--- src/rtl/axis_pipe_arbiter_pkg.sv ---
// Shared types and helpers for the pipe arbiter: tag width, arbiter state,
// and the round-robin grant search.
package axis_pipe_arbiter_pkg;

  localparam int unsigned MAX_PORTS = 16;

  typedef enum logic {
    IDLE,
    PASS
  } arb_state_t;

  function automatic int unsigned tag_w(input int unsigned n);
    return (n > 2) ? $clog2(n) : 1;
  endfunction

  // First valid port strictly after 'last', wrapping within n ports; keeps 'last' if none valid.
  function automatic logic [3:0] rr_next(input logic [MAX_PORTS-1:0] valid,
                                         input logic [3:0]           last,
                                         input int unsigned          n);
    logic [3:0]  pick;
    logic        found;
    int unsigned idx;
    pick  = last;
    found = 1'b0;
    for (int unsigned i = 1; i <= MAX_PORTS; i++) begin
      if (i <= n && !found) begin
        idx = (32'(last) + i) % n;
        if (valid[idx]) begin
          pick  = 4'(idx);
          found = 1'b1;
        end
      end
    end
    return pick;
  endfunction

endpackage

--- src/rtl/axis_pipe_arb_tag_fifo.sv ---
// Source-port tag FIFO: one entry per packet in flight inside the shared pipe,
// first-word-fall-through head.
module axis_pipe_arb_tag_fifo #(
  parameter int unsigned WIDTH = 2,
  parameter int unsigned DEPTH = 8
) (
  input  logic                     clk,
  input  logic                     reset,
  input  logic                     push,
  input  logic [WIDTH-1:0]         push_data,
  input  logic                     pop,
  output logic                     full,
  output logic                     empty,
  output logic [$clog2(DEPTH):0]   count,
  output logic [WIDTH-1:0]         head
);

  localparam int unsigned AW = $clog2(DEPTH);
  localparam logic [AW:0] FULL_CNT = (AW+1)'(DEPTH);

  logic [WIDTH-1:0] mem [DEPTH];
  logic [AW-1:0]    wr_ptr, rd_ptr;
  logic [AW:0]      cnt_q;
  logic             do_push, do_pop;

  assign full    = (cnt_q == FULL_CNT);
  assign empty   = (cnt_q == '0);
  assign count   = cnt_q;
  assign head    = mem[rd_ptr];
  assign do_push = push & ~full;
  assign do_pop  = pop & ~empty;

  always_ff @(posedge clk) begin
    if (do_push) mem[wr_ptr] <= push_data;
  end

  always_ff @(posedge clk or posedge reset) begin
    if (reset) begin
      wr_ptr <= '0;
      rd_ptr <= '0;
      cnt_q  <= '0;
    end else begin
      if (do_push) wr_ptr <= wr_ptr + AW'(1);
      if (do_pop)  rd_ptr <= rd_ptr + AW'(1);
      case ({do_push, do_pop})
        2'b10:   cnt_q <= cnt_q + (AW+1)'(1);
        2'b01:   cnt_q <= cnt_q - (AW+1)'(1);
        default: cnt_q <= cnt_q;
      endcase
    end
  end

endmodule

--- src/rtl/axis_pipe_arbiter.sv ---
// Shares one in-order fixed-latency AXI-Stream pipe between NUM_PORTS requesters:
// packet-granular round-robin on the way in, tag-FIFO demux on the way out.
module axis_pipe_arbiter
  import axis_pipe_arbiter_pkg::*;
#(
  parameter int unsigned WIDTH     = 32,
  parameter int unsigned NUM_PORTS = 4,
  parameter int unsigned MAX_PKTS  = 8
) (
  input  logic                         clk,
  input  logic                         reset,
  input  logic [NUM_PORTS*WIDTH-1:0]   s_axis_tdata,
  input  logic [NUM_PORTS-1:0]         s_axis_tlast,
  input  logic [NUM_PORTS-1:0]         s_axis_tvalid,
  output logic [NUM_PORTS-1:0]         s_axis_tready,
  output logic [WIDTH-1:0]             pipe_in_tdata,
  output logic                         pipe_in_tlast,
  output logic                         pipe_in_tvalid,
  input  logic                         pipe_in_tready,
  input  logic [WIDTH-1:0]             pipe_out_tdata,
  input  logic                         pipe_out_tlast,
  input  logic                         pipe_out_tvalid,
  output logic                         pipe_out_tready,
  output logic [NUM_PORTS*WIDTH-1:0]   m_axis_tdata,
  output logic [NUM_PORTS-1:0]         m_axis_tlast,
  output logic [NUM_PORTS-1:0]         m_axis_tvalid,
  input  logic [NUM_PORTS-1:0]         m_axis_tready,
  output logic [$clog2(MAX_PKTS):0]    inflight_pkts,
  output logic                         err_no_tag
);

  localparam int unsigned TW = tag_w(NUM_PORTS);

  arb_state_t           state_q, state_d;
  logic [TW-1:0]        grant_q, last_grant_q, next_grant, head;
  logic [MAX_PORTS-1:0] valid_ext;
  logic                 first_beat_q, err_q;
  logic                 any_valid, sel_valid, sel_last, stall, in_hs;
  logic                 fifo_full, fifo_empty, push, pop;

  assign any_valid = |s_axis_tvalid;

  always_comb begin
    valid_ext = '0;
    valid_ext[NUM_PORTS-1:0] = s_axis_tvalid;
    next_grant = TW'(rr_next(valid_ext, 4'(last_grant_q), NUM_PORTS));
  end

  always_ff @(posedge clk or posedge reset) begin
    if (reset) state_q <= IDLE;
    else       state_q <= state_d;
  end

  always_comb begin
    state_d = state_q;
    case (state_q)
      IDLE:    if (any_valid) state_d = PASS;
      PASS:    if (in_hs && pipe_in_tlast) state_d = IDLE;
      default: state_d = IDLE;
    endcase
  end

  // Valid is gated with the stall as well as ready, so the pipe never takes
  // a first beat whose tag could not be recorded.
  always_comb begin
    sel_valid      = s_axis_tvalid[grant_q];
    sel_last       = s_axis_tlast[grant_q];
    stall          = first_beat_q & fifo_full;
    pipe_in_tdata  = s_axis_tdata[32'(grant_q)*WIDTH +: WIDTH];
    pipe_in_tlast  = sel_last;
    pipe_in_tvalid = 1'b0;
    s_axis_tready  = '0;
    if (state_q == PASS) begin
      pipe_in_tvalid         = sel_valid & ~stall;
      s_axis_tready[grant_q] = pipe_in_tready & ~stall;
    end
  end

  assign in_hs = pipe_in_tvalid & pipe_in_tready;
  assign push  = in_hs & first_beat_q;

  always_ff @(posedge clk or posedge reset) begin
    if (reset) begin
      grant_q      <= '0;
      last_grant_q <= TW'(NUM_PORTS - 1);
      first_beat_q <= 1'b0;
    end else begin
      if (state_q == IDLE && any_valid) begin
        grant_q      <= next_grant;
        first_beat_q <= 1'b1;
      end else if (in_hs) begin
        first_beat_q <= 1'b0;
      end
      if (in_hs && pipe_in_tlast) last_grant_q <= grant_q;
    end
  end

  axis_pipe_arb_tag_fifo #(
    .WIDTH (TW),
    .DEPTH (MAX_PKTS)
  ) u_tag_fifo (
    .clk       (clk),
    .reset     (reset),
    .push      (push),
    .push_data (grant_q),
    .pop       (pop),
    .full      (fifo_full),
    .empty     (fifo_empty),
    .count     (inflight_pkts),
    .head      (head)
  );

  assign m_axis_tdata = {NUM_PORTS{pipe_out_tdata}};
  assign m_axis_tlast = {NUM_PORTS{pipe_out_tlast}};

  // With no tag pending the pipe output is drained and dropped.
  always_comb begin
    m_axis_tvalid   = '0;
    pipe_out_tready = 1'b1;
    if (!fifo_empty) begin
      pipe_out_tready     = m_axis_tready[head];
      m_axis_tvalid[head] = pipe_out_tvalid;
    end
  end

  assign pop = pipe_out_tvalid & pipe_out_tready & pipe_out_tlast & ~fifo_empty;

  always_ff @(posedge clk or posedge reset) begin
    if (reset)                               err_q <= 1'b0;
    else if (pipe_out_tvalid && fifo_empty)  err_q <= 1'b1;
  end

  assign err_no_tag = err_q;

endmodule

--- config.mk ---
export PLATFORM = sky130hd
export DESIGN_NAME = axis_pipe_arbiter
export DESIGN_NICKNAME = d
export VERILOG_FILES = /design/src/rtl/axis_pipe_arbiter_pkg.sv /design/src/rtl/axis_pipe_arb_tag_fifo.sv /design/src/rtl/axis_pipe_arbiter.sv
export SDC_FILE = /design/constraint.sdc
export NUM_CORES = 1
export LEC_CHECK = 0
export BUFFER_PORTS_ARGS = -buffer_cell sky130_fd_sc_hd__buf_2
export CORE_AREA = 5 5 134 136
export DETAILED_ROUTE_END_ITERATION = 7
export DIE_AREA = 0 0 139 141
export GPL_ROUTABILITY_DRIVEN = 0
export PLACE_DENSITY_LB_ADDON = 0.08
export SLEW_MARGIN = 20
export SYNTH_ARGS = -nofsm -noshare
export SYNTH_HDL_FRONTEND = slang
export SYNTH_HIERARCHICAL = 1
export SYNTH_SLANG_ARGS = --single-unit
--- constraint.sdc ---
create_clock -name clk -period 5.8 [get_ports clk]
set_clock_uncertainty 0.05 [all_clocks]
set_input_delay 0.29 -clock clk [delete_from_list [all_inputs] [get_ports clk]]
set_output_delay 0.29 -clock clk [all_outputs]
set_load 0.01 [all_outputs]
Word level (Yosys, flattened, before mapping)
Memories as Yosys holds them, arrays and structs flattened.
Cells that the tools add are included.
{"block": "word_totals", "ram_bits": 16, "word_cells": 96, "regBits": 17, "in_bits": 177, "out_inout_bits": 180, "mem_count": 1}
{"memory": "u_tag_fifo.mem", "depth": 8, "width": 2, "read_ports": 1, "rd_ports_with_merged_regs": 0, "wr": 1, "line_no": "axis_pipe_arb_tag_fifo.sv:21", "source": "logic [WIDTH-1:0] mem [DEPTH];"}
{"block": "classes", "magnitude_cmp": 8, "shift": 1, "n_mux": 42, "n_eq_ne": 3, "n_bitwise": 16, "addsub": 8, "n_reduce_logical": 9}
{"op": "$shiftx 128x8->32", "n": 1}
{"op": "$mux 1", "n": 22}
{"op": "$lt 2x5->1 const B", "n": 4}
{"op": "$bmux 1 s2", "n": 7}
{"op": "$mux 2", "n": 7}
{"op": "$and 1x1->1", "n": 10}
{"op": "$and 4x4->4", "n": 2}
{"op": "$mux 4", "n": 2}
{"op": "$pmux 4 s2", "n": 1}
{"op": "$add 3x1->3 const B", "n": 2}
{"op": "$lt 2x3->1 const B", "n": 2}
{"op": "$logic_and 1x1->1", "n": 5}
{"op": "$add 2x1->2 const B", "n": 2}
{"op": "$add 2x2->2 const B", "n": 2}
{"op": "$add 4x1->4 const B", "n": 1}
{"op": "$demux 1 s2", "n": 2}
{"op": "$eq 4x4->1 const B", "n": 1}
{"op": "$ge 2x1->1 const B", "n": 2}
{"op": "$logic_not 4->1", "n": 1}
{"op": "$not 1->1", "n": 4}
{"op": "$reduce_bool 2->1", "n": 2}
{"op": "$reduce_or 4->1", "n": 1}
{"op": "$sub 4x1->4 const B", "n": 1}
{"op": "$eq 2x1->1 const B", "n": 1}
{"op": "2 further kinds", "n": 2}

Longest topological paths before layout
{"block": "logic_depth", "depth_word": 10, "ltp_mapped": 12}

Cells and area by module
Netlist, hierarchy kept.
{"module": "axis_pipe_arbiter", "area_each_um2": 2331.0, "seq_area_each_um2": 177.7, "cells_each": 240, "n_inst": 1}
{"module": "axis_pipe_arb_tag_fifo", "area_each_um2": 1261.2, "seq_area_each_um2": 730.7, "cells_each": 91, "n_inst": 1}

Least setup slack after synthesis
No wires, ideal clock.
{"block": "synth_path", "kind": "reg-to-reg", "from": "reg u_tag_fifo.rd_ptr[0]", "to": "reg u_tag_fifo.cnt_q[3], in the netlist u_tag_fifo/count[3]", "stages_incl_launch_ff": 13, "setup_time_ns": 0.134, "arrival_ns": 3.394, "setup_slack_ns": 2.223, "required_ns": 5.616, "period_less_slack_ns": 3.577, "path_cell_list": "dfrtp_1 > buf_2 > mux4_2 > mux2_2 > mux4_2 > and3_1 > o41ai_2 > inv_1 > ha_1 > ha_1 > or4b_1 > o311ai_0 > o211ai_1"}
{"block": "synth_via", "elab_chain_len": 10, "elab_cells_between_ends": 12}
{"element": "start, declared", "line_no": "axis_pipe_arb_tag_fifo.sv:22", "source": "logic [AW-1:0] wr_ptr, rd_ptr;"}
{"element": "start signal, assigned", "line_no": "axis_pipe_arb_tag_fifo.sv:44", "source": "if (do_pop) rd_ptr <= rd_ptr + AW'(1);"}
{"element": "$mem_v2 8x2 *"}
{"element": "named net head[0]", "line_no": "axis_pipe_arbiter.sv:35", "source": "logic [TW-1:0] grant_q, last_grant_q, next_grant, head;"}
{"element": "$bmux 1 s2 *", "line_no": "axis_pipe_arbiter.sv:121", "source": "pipe_out_tready = m_axis_tready[head];"}
{"element": "$mux 1 (implied by the code) *", "line_no": "axis_pipe_arbiter.sv:121"}
{"element": "$mux 1 *", "line_no": "axis_pipe_arbiter.sv:120", "source": "if (!fifo_empty) begin"}
{"element": "$and 1x1->1 * (3 in series)", "line_no": "axis_pipe_arbiter.sv:126", "source": "assign pop = pipe_out_tvalid & pipe_out_tready & pipe_out_tlast & ~fifo_empty;"}
{"element": "named net pop", "line_no": "axis_pipe_arbiter.sv:39", "source": "logic fifo_full, fifo_empty, push, pop;"}
{"element": "$and 1x1->1 *", "line_no": "axis_pipe_arb_tag_fifo.sv:31", "source": "assign do_pop = pop & ~empty;"}
{"element": "named net u_tag_fifo.do_pop", "line_no": "axis_pipe_arb_tag_fifo.sv:24", "source": "logic do_push, do_pop;"}
{"element": "$eq 2x1->1 or $eq 2x2->1 (tied branches)", "line_no": "axis_pipe_arb_tag_fifo.sv:45", "source": "case ({do_push, do_pop})"}
{"element": "$pmux 4 s2 or $reduce_bool 2->1 (tied branches)"}
{"element": "end signal, assigned", "line_no": "axis_pipe_arb_tag_fifo.sv:46", "source": "2'b10: cnt_q <= cnt_q + (AW+1)'(1);"}
{"element": "end signal, assigned", "line_no": "axis_pipe_arb_tag_fifo.sv:47", "source": "2'b01: cnt_q <= cnt_q - (AW+1)'(1);"}
{"element": "end signal, assigned", "line_no": "axis_pipe_arb_tag_fifo.sv:48", "source": "default: cnt_q <= cnt_q;"}
{"element": "end, declared", "line_no": "axis_pipe_arb_tag_fifo.sv:23", "source": "logic [AW:0] cnt_q;"}
The timed path passes the listed nets; every way through them passes the cells marked *. The select of a mux whose other input is x is not followed.
A chain may end at the register's enable or synchronous reset.

Final worst setup path
Same ends and word-level chain as after synthesis.

==> flow_summary_export.csv <==
group,metric,value,unit
grt,grt_max_degree,52,
die,core_region_area,16800,µm²
synth,ys_types,44,
cells_and_area,areaGrowthSynthToFinish,10.5,%
timing,slew_headroom,46.6,%
power_and_ir_drop,p_leak,0.00177,µW
drt,dr.pass1.iters,4,
timing,tns,0,ns
synth,syn_area,3590,µm²
outcome,status,"finished, final reports clean",
setup_path,critPathArrivalTime,3.99,ns
die,io_pins,357,
placed_design,portBuffers,196,
synth,async_flop_share,51.5,%
drt,via_per_inst,4.27,
synth,synth_top_area_share,28.0,%
power_and_ir_drop,sw_frac_of_total,41.8,%
synth,synth-edff-count,16,
worst_hold_path,min_path_type,"input port to flip-flop",
clocking,clkLatencyLatePin,0.28,ns
synth,synth-seq-cells,33,
synth,ys_seq_area_share,25.3,%
die,die_w,139,µm
setup_path,critPathBufInv,1,
synth,yosysTopAreaCell,"buf_4",
setup_path,slowest_delay,0.54,ns
synth,syn_area_per_cell,10.9,µm²
grt,grt_overflow_total,0,
synth,synth.most_common_cell,"buf_4",
setup_path,cp-end-kind,"flip-flop",
placed_design,dp_hpwl,11900,µm
clocking,clockBufferDepth,2,
power_and_ir_drop,switchingPower,707,µW
clocking,cts_resized,0,
cells_and_area,layout-drive-gt1-share,65.1,%
drt,drtIter0Drc,89,
clocking,tritoncts,"done",
synth,yosys-top-cells-area,"buf_4, mux4_2, edfxtp_1",
power_and_ir_drop,clockPowerShare,15.2,%
timing,finalCritPeriodShare,67.0,%
synth,ys_warn_count,6,
setup_path,worst-endpoint-required,5.90,ns
setup_path,start_kind,"flip-flop",
synth,syn-instance-count,331,
timing,hold_viol,0,
synth,syn_nets,514,
timing,maxSlewViolCount,0,
clocking,htreeDepth,2,
synth,synth_ff_type,"edfxtp_1",
drt,wl_per_cell,22.1,µm
die,die_h,141,µm
timing,fmax,257,MHz
setup_path,crit_family,"multiplexers",
clocking,cts_root_buf,"clkbuf_16",
drt,routed_wl,13800,µm
timing,hold_ws,0.177,ns
grt,grt_pass1_wl,19400,µm
power_and_ir_drop,ir_drop,0.136,mV
power_and_ir_drop,cellPowerDensity,426,nW/µm²
synth,synth_commonest_cells,"buf_4, mux4_2, edfxtp_1",
grt,track_usage,13.2,%
die,placementRows,48,
die,fp.dieArea,19600,µm²
drt,remaining_drc_errors,0,
setup_path,cpMaxStageDelayCell,"mux4_2",
power_and_ir_drop,internal_power,984,µW
timing,rsz0062_at_grt,"no",
grt,grt_pass1_vias,2870,
cells_and_area,nets,577,
power_and_ir_drop,comb_power_share,60.3,%
setup_path,crit_fanout,9,
clocking,cts_buffers,5,
power_and_ir_drop,seq_power_share,24.5,%
drt,vias,2658,
cells_and_area,fillerInstances,1877,
setup_path,path_cells,"mux4_2 -> mux2_2 -> mux4_2 -> and3_1 -> o41ai_2 -> inv_1 -> ha_1 -> ha_1 -> or4b_1 -> o311ai_0 -> o211ai_1",
timing,fin_crit,3.89,ns
die,start_util,21.4,%
run,maxCapViolCount,0,
setup_path,critPathKind,"flip-flop to flip-flop",
grt,antenna_found_initial,8,
clocking,clkSlewWorstSetupHoldPaths,0.06,ns
clocking,clock_sink_count,33,
timing,worstMarginPinSlew,0.801,ns
drt,antenna_left,0,
timing,setup_violations,0,
placed cells by master, fill, tap and decap left out, types with 2 or more instances in the layout:
cell / instances
and3_1: 5
ha_1: 5
xnor2_1: 5
inv_1: 11
nor3_1: 4
mux2_2: 5
clkbuf_16: 5
buf_2: 196
nor3b_1: 3
o21ai_0: 7
o211ai_1: 2
dfrtp_1: 13
nor4_1: 2
edfxtp_1: 16
nand3_1: 8
nand2_1: 15
clkinv_2: 2
a21oi_1: 5
nand2b_1: 3
nor2_1: 14
o221ai_1: 2
dfstp_2: 2
mux4_2: 39
diode_2: 2
dfrtp_2: 2
buf_4: 2
sequential cells by signal, summed over array words and instances, names as in the netlist:
register	count
u_tag_fifo/rd_ptr	3
last_grant_q	2
err_no_tag	1
u_tag_fifo/wr_ptr	3
u_tag_fifo/mem	16
state_q	1
grant_q	2
first_beat_q	1
u_tag_fifo/count	4
routing by layer:
layer,GRT usage (%),vias up,wire length [µm]
li1,-,1192,-
met1,16.5,1282,5500
met2,21.4,135,6710
met3,4.38,47,1190
met4,4.69,2,357
met5,0,-,7
final timing paths:
check	startpoint	end	slack [ns]	cells past startpoint
min in group asynchronous	reset	err_no_tag	0.48	3
hold reg to reg	err_no_tag	err_no_tag	0.40	1
hold / removal	pipe_out_tvalid	err_no_tag	0.18	2
max in group asynchronous	reset	u_tag_fifo/wr_ptr[2]	4.85	3
setup reg to reg	u_tag_fifo/rd_ptr[0]	u_tag_fifo/count[3]	1.91	11
setup / recovery	u_tag_fifo/rd_ptr[0]	u_tag_fifo/count[3]	1.91	11
kinds of logic after synthesis:
| family | synth area share (%) |
|---|---|
| AOI/OAI and AO/OA | 4.67 |
| xor gates and xnor gates | 1.46 |
| adders and majority gates | 2.30 |
| buffers and inverters | 30.7 |
| DFF | 25.3 |
| muxes | 26.6 |
| and+or+nand+nor | 9.02 |
power groups by stage:
stage / registers, µW / clock network (µW) / logic, µW
finish: 415 / 256 / 1020
global route: 428 / 274 / 1130
CTS: 418 / 264 / 1050
detailed placement: 421 / 0 / 1040
global placement: 425 / 0 / 1050
floorplan: 399 / 0 / 785
cell type report:
cell class / instances / area [µm²] / area share, %
Clock inverter: 3 / 17.5 / 0.441
Tap cell: 225 / 282 / 7.09
Sequential cell: 33 / 911 / 22.9
Inverter: 11 / 41.3 / 1.04
Timing Repair Buffer: 199 / 1010 / 25.3
Clock buffer: 5 / 125 / 3.15
Antenna cell: 2 / 5.00 / 0.126
Multi-Input combinational cell: 144 / 1580 / 39.9
stage by stage:
stage / std cells / worst slack, ns / utilization, % / total power (µW) / instance area, µm²
after floorplan: 331 / 2.22 / - / 1180 / 3590
after global placement: 611 / 2.00 / 22.7 / 1470 / 3810
after detailed placement: 611 / 1.89 / 22.7 / 1460 / 3810
after CTS: 620 / 1.89 / 23.6 / 1730 / 3970
after global routing: 621 / 1.68 / 23.6 / 1830 / 3970
final: 622 / 1.91 / 23.6 / 1690 / 3970
repair_timing:
action | 4_1_cts | 5_1_grt
hold buffers | 1 | 0
setup buffers | 0 | 0
hold endpoints to repair | 15 | 0
Note: power is estimated with default switching activity, not from simulation.
